--- config.mk ---
export PLATFORM = sky130hd
export DESIGN_NAME = mlp_seq_classifier
export DESIGN_NICKNAME = d
export VERILOG_FILES = /design/src/rtl/mlp_seq_classifier.sv
export SDC_FILE = /design/constraint.sdc
export NUM_CORES = 1
export LEC_CHECK = 0
export CAP_MARGIN = 20
export CORE_MARGIN = 2
export CORE_UTILIZATION = 60
export DETAILED_ROUTE_END_ITERATION = 8
export PLACE_DENSITY_LB_ADDON = 0.1
export RECOVER_POWER = 50
export SLEW_MARGIN = 30
export SYNTH_ARGS = -nofsm -noshare
export SYNTH_HDL_FRONTEND = slang
export SYNTH_SLANG_ARGS = --single-unit
--- constraint.sdc ---
create_clock -name clk -period 32.4 [get_ports clk]
set_clock_uncertainty 0.15 [all_clocks]
set_input_delay 8.1 -clock clk [delete_from_list [all_inputs] [get_ports clk]]
set_output_delay 8.1 -clock clk [all_outputs]
set_load 0.005 [all_outputs]
--- src/rtl/mlp_seq_classifier.sv ---
// Time-multiplexed two-layer binary-input MLP: one signed MAC per cycle, loadable weights, running argmax.
// Build option: define MLP_MARGIN_EN to track the second-best score and report the top-1/top-2 margin.
module mlp_seq_classifier #(
  parameter int N_IN  = 7,
  parameter int N_HID = 3,
  parameter int N_OUT = 10,
  parameter int W_W   = 12,
  parameter int ACC_W = 20,
  localparam int DEPTH = N_HID * (N_IN + 1) + N_OUT * (N_HID + 1),
  localparam int AW    = $clog2(DEPTH),
  localparam int CW    = $clog2(N_OUT)
) (
  input  logic                    clk,
  input  logic                    rst_n,
  input  logic                    start,
  input  logic [N_IN-1:0]         x,
  input  logic                    wr_en,
  input  logic [AW-1:0]           wr_addr,
  input  logic signed [W_W-1:0]   wr_data,
  output logic                    wr_drop,
  output logic                    busy,
  output logic                    done,
  output logic                    valid,
  output logic [CW-1:0]           class_id,
  output logic signed [ACC_W-1:0] margin
);

  localparam int OUT_BASE = N_HID * (N_IN + 1);
  localparam int CNT_MAX  = (N_IN > N_HID) ? N_IN : N_HID;
  localparam int CNT_W    = $clog2(CNT_MAX + 1);
  localparam int IDX_MAX  = (N_OUT > N_HID) ? N_OUT : N_HID;
  localparam int IDX_W    = $clog2(IDX_MAX);

  typedef enum logic [1:0] {S_IDLE, S_L1, S_L2, S_DONE} state_t;

  state_t                  state;
  logic [CNT_W-1:0]        cnt;
  logic [IDX_W-1:0]        idx;
  logic signed [W_W-1:0]   mem [DEPTH];
  logic [AW-1:0]           rd_addr;
  logic signed [ACC_W-1:0] wext, hsel, term, sum, acc;
  logic signed [ACC_W-1:0] h [N_HID];
  logic signed [ACC_W-1:0] best, best_n;
  logic [CW-1:0]           best_idx, bidx_n;
  logic [N_IN-1:0]         x_q;
  logic                    xbit, wr_ok, last_term;
`ifdef MLP_MARGIN_EN
  logic signed [ACC_W-1:0] second, sec_n;
`endif

  function automatic logic signed [ACC_W-1:0] relu(input logic signed [ACC_W-1:0] v);
    return v[ACC_W-1] ? '0 : v;
  endfunction

  // Weight memory has no reset so contents survive rst_n.
  assign wr_ok = wr_en && (state == S_IDLE) && (int'(wr_addr) < DEPTH);

  always_ff @(posedge clk) begin
    if (wr_ok) mem[wr_addr] <= wr_data;
  end

  always_comb begin
    rd_addr = '0;
    if (state == S_L1)
      rd_addr = AW'(int'(idx) * (N_IN + 1) + int'(cnt));
    else if (state == S_L2)
      rd_addr = AW'(OUT_BASE + int'(idx) * (N_HID + 1) + int'(cnt));
  end

  // Offset 0 of every neuron is its bias; offset 1+n multiplies input n.
  always_comb begin
    xbit = 1'b0;
    hsel = '0;
    for (int i = 0; i < N_IN; i++)
      if (int'(cnt) == i + 1) xbit = x_q[i];
    for (int j = 0; j < N_HID; j++)
      if (int'(cnt) == j + 1) hsel = h[j];
    wext = ACC_W'(mem[rd_addr]);
    if (cnt == '0)
      term = wext;
    else if (state == S_L1)
      term = xbit ? wext : '0;
    else
      term = wext * hsel;
    sum       = ((cnt == '0) ? '0 : acc) + term;
    last_term = (state == S_L1) ? (int'(cnt) == N_IN) : (int'(cnt) == N_HID);
  end

  // Strictly-greater replacement keeps the lowest index on ties.
  always_comb begin
    best_n = best;
    bidx_n = best_idx;
`ifdef MLP_MARGIN_EN
    sec_n  = second;
`endif
    if (idx == '0) begin
      best_n = sum;
      bidx_n = '0;
    end else if (sum > best) begin
`ifdef MLP_MARGIN_EN
      sec_n  = best;
`endif
      best_n = sum;
      bidx_n = CW'(idx);
    end
`ifdef MLP_MARGIN_EN
    else if ((idx == IDX_W'(1)) || (sum > second)) begin
      sec_n = sum;
    end
`endif
  end

  always_ff @(posedge clk or negedge rst_n) begin
    if (!rst_n) begin
      state    <= S_IDLE;
      cnt      <= '0;
      idx      <= '0;
      busy     <= 1'b0;
      done     <= 1'b0;
      valid    <= 1'b0;
      wr_drop  <= 1'b0;
      class_id <= '0;
`ifdef MLP_MARGIN_EN
      margin   <= '0;
`endif
    end else begin
      done    <= 1'b0;
      wr_drop <= wr_en && !wr_ok;
      case (state)
        S_IDLE: begin
          if (start) begin
            state <= S_L1;
            busy  <= 1'b1;
            valid <= 1'b0;
            idx   <= '0;
            cnt   <= '0;
          end
        end
        S_L1: begin
          if (last_term) begin
            cnt <= '0;
            if (int'(idx) == N_HID - 1) begin
              idx   <= '0;
              state <= S_L2;
            end else begin
              idx <= idx + 1'b1;
            end
          end else begin
            cnt <= cnt + 1'b1;
          end
        end
        S_L2: begin
          if (last_term) begin
            cnt <= '0;
            if (int'(idx) == N_OUT - 1) begin
              state    <= S_DONE;
              done     <= 1'b1;
              valid    <= 1'b1;
              class_id <= bidx_n;
`ifdef MLP_MARGIN_EN
              margin   <= best_n - sec_n;
`endif
            end else begin
              idx <= idx + 1'b1;
            end
          end else begin
            cnt <= cnt + 1'b1;
          end
        end
        S_DONE: begin
          state <= S_IDLE;
          busy  <= 1'b0;
        end
        default: state <= S_IDLE;
      endcase
    end
  end

`ifndef MLP_MARGIN_EN
  assign margin = '0;
`endif

  // Datapath registers carry no reset; they are always loaded before use.
  always_ff @(posedge clk) begin
    if ((state == S_IDLE) && start) x_q <= x;
    if ((state == S_L1) || (state == S_L2)) acc <= sum;
    if ((state == S_L1) && last_term)
      for (int j = 0; j < N_HID; j++)
        if (int'(idx) == j) h[j] <= relu(sum);
    if ((state == S_L2) && last_term) begin
      best     <= best_n;
      best_idx <= bidx_n;
`ifdef MLP_MARGIN_EN
      second   <= sec_n;
`endif
    end
  end

endmodule

==> results.cfg <==
[final_layout]
multi_input_area_mm2 = 0.0146
syn_to_final_growth_pct = 9.91
nets = 3393
layout_commonest_cell = edfxtp_1
n_antenna_cell = 0
seqCellArea_mm2 = 0.0267
layout_common_cells = 876 x edfxtp_1, 225 x nand2_1, 201 x inv_1
fill_cells = 5114
drive_above_1_share_pct = 12.2

[sta]
setup_violations = 0
maxSlewViolCount = 885
final-hold-violation-count = 0
setup_slack_ps = 16200
slew_headroom_pct = -135
tightestPinTransition_ps = 3520
final.min_clock_period_ps = 16200
timing.fmax_mhz = 61.7
period_share_pct = 50.0
rsz0062_at_grt = no
tns_ps = 0

[critical_path]
path_common_cell = a21oi_1
end_kind = flop
slowest_delay_ps = 2540
crit_type = reg2reg
r2r-start = cnt[0]
crit_start = cnt[0]
crit_slowest_cell = clkbuf_1
crit_fanout = 61
crit_path_end = best[5]
r2r_end = best[5]
rrSetupSlack_ps = 16200
r2r_cells = 46
critPathArrivalTime_ps = 16330
cp-start-kind = flop
required_ps = 32530

[status]
run_status = finished, violations left
violations = capacitance limit, slew limit

[power]
combPwrFrac_pct = 1.0
ir_drop_v = 0.0000441
sequentialPowerShare_pct = 54.8
switchingPower_uw = 469
p_leak_uw = 0.0167
intPower_uw = 1840
p_clk_share_pct = 44.1
p_per_area_mw_per_mm2 = 49.1
swShare_pct = 20.3

[floorplan]
coreArea_mm2 = 0.0711
io_pins = 57
initial_core_util_pct = 60.3
row_count = 98
dieWidth_um = 271
dieArea_mm2 = 0.0737
fp.dieH_um = 271

[logic_synthesis]
synth.area.mux_share_pct = 4.96
synth-edff-count = 876
yosys_warnings = 0
synthArstFlopShare_pct = 1.90
synth.yosys.seq_area_share_pct = 62.3
postSynthAreaPerCell_um2 = 13.9
synth_area_mm2 = 0.0429
synthAdderAreaFrac_pct = 8.74
ys.flop_type = edfxtp_1
syn_inst = 3088
synth_cell_type_count = 100
synth_top_family_by_area = compound AO/OA/AOI/OAI gates
synth_xor_area_share_pct = 1.02
yosys.area_share.simple_pct = 8.74
synth-compound-area-share_pct = 10.0
synth-seq-cells = 893

[hold_path]
hold_path_class = reg2reg

[route]
vias_per_cell = 6.59
antenna_left = 0
wl_per_cell_um = 29.2
drt-initial-drc-count = 3444
postRouteWirelength_mm = 121
vias = 27400
drc = 0
drtPass1Iterations = 6

[global_route]
grt_pass1_wl_mm = 178
grt_pass1_vias = 27300
grt_use_total_pct = 33.0
grt_max_degree = 65
antenna_found_initial = 0
grt_overflow = 0

[clocking]
cts_tree = yes
hold_buffers = 0
clock_tree.root_cell = clkbuf_16
insertion_delay_ps = 680
cts_resized = 0
cts.sinks = 893
numCtsBuffers = 92
clk_pin_slew_ps = 60
cts_setup_buffers = 0
cts-htree-levels = 3
cts_buffer_depth = 3

[placed_design]
dp_worst_setup_slack_ps = 18400
dp_hpwl_mm = 76.2
io_buffer_count = 36
gp_congestion = 0.923

[run]
drv_cap = 15
## kinds of logic after synthesis
logic type      count (synthesis)
fa+ha+maj                     227
other cells                     1
buf+inv                       397
flops                         893
compound gates                583
xor+xnor                       42
simple gates                  759
mux                           186
## layer usage
layer / GRT usage [%] / wire length [µm] / vias up
met5: 0 / 0 / -
met4: 17.5 / 7430 / 0
met3: 7.32 / 12500 / 361
met2: 52.0 / 56600 / 1609
met1: 43.3 / 44900 / 13800
li1: - / - / 11600
## registers in the layout, summed over array words and instances (netlist names)
register  cells
acc          20
best         20
best_idx      4
busy          1
class_id      4
cnt           3
done          1
h            57
idx           4
mem         768
state         2
valid         1
wr_drop       1
x_q           7
## synth_stat cells, types with 38 or more instances
master,n,area (µm²)
a21oi_1,76,380
nor3_1,50,250
nor2_1,197,739
o22ai_1,63,394
nand2_1,227,852
nand3_1,57,285
clkbuf_1,58,218
buf_4,54,405
o21ai_0,73,365
buf_2,59,295
nor2b_1,61,382
inv_1,201,754
mux2i_1,108,1080
ha_1,106,1330
and2_1,38,238
a221oi_1,53,464
fa_1,121,2420
edfxtp_1,876,26300
mux2_2,63,709
## layout make-up
| cell class | count | share of cell area (%) |
|---|---|---|
| clock buffers | 119 | 5.14 |
| repair buffers | 131 | 2.05 |
| clock inverters | 48 | 1.01 |
| multi-input cells | 1817 | 31.0 |
| well taps | 950 | 2.52 |
| flip-flops and latches | 893 | 56.7 |
| inverters | 202 | 1.61 |
## critical path, delay by kind of cell (launching register included)
| family | cells | cell delay (ps) |
|---|---|---|
| AOI/OAI and AO/OA | 21 | 5040 |
| buffers and inverters | 5 | 3200 |
| adders and majority gates | 8 | 3160 |
| and+or+nand+nor | 11 | 2730 |
| DFF | 1 | 1320 |
| xor gates and xnor gates | 1 | 160 |
## metrics by stage
| stage | cell area, µm² | power [µW] | hold WS [ps] | cells | utilization (%) |
|---|---|---|---|---|---|
| floorplan | 43000 | 1290 | 355 | 3107 | - |
| global placement | 44200 | 1310 | 346 | 3993 | 62.2 |
| detailed placement | 44300 | 1310 | 355 | 3993 | 62.3 |
| CTS | 47200 | 2320 | 374 | 4160 | 66.3 |
| global route | 47200 | 2360 | 388 | 4160 | 66.3 |
| finish | 47200 | 2310 | 370 | 4160 | 66.3 |
## power groups by stage
stage / clock network (µW) / logic [µW] / registers, µW
2_1_floorplan: 0 / 3.81 / 1290
3_3_place_gp: 0 / 23.2 / 1290
3_5_place_dp: 0 / 24.4 / 1290
5_1_grt: 1070 / 25.3 / 1270
6_report: 1020 / 23.9 / 1270
4_1_cts: 1030 / 24.2 / 1270
## worst min path at each step
| stage | from | endpoint | cells past startpoint |
|---|---|---|---|
| after CTS | class_id[0] | class_id[0] | 1 |
| after detailed placement | class_id[0] | class_id[0] | 1 |
| after global placement | class_id[0] | class_id[0] | 1 |
| after floorplan | class_id[0] | class_id[0] | 1 |
| final | class_id[1] | class_id[1] | 1 |
| after global routing | class_id[1] | class_id[1] | 1 |
No activity file was read; power rests on OpenSTA's default activity.
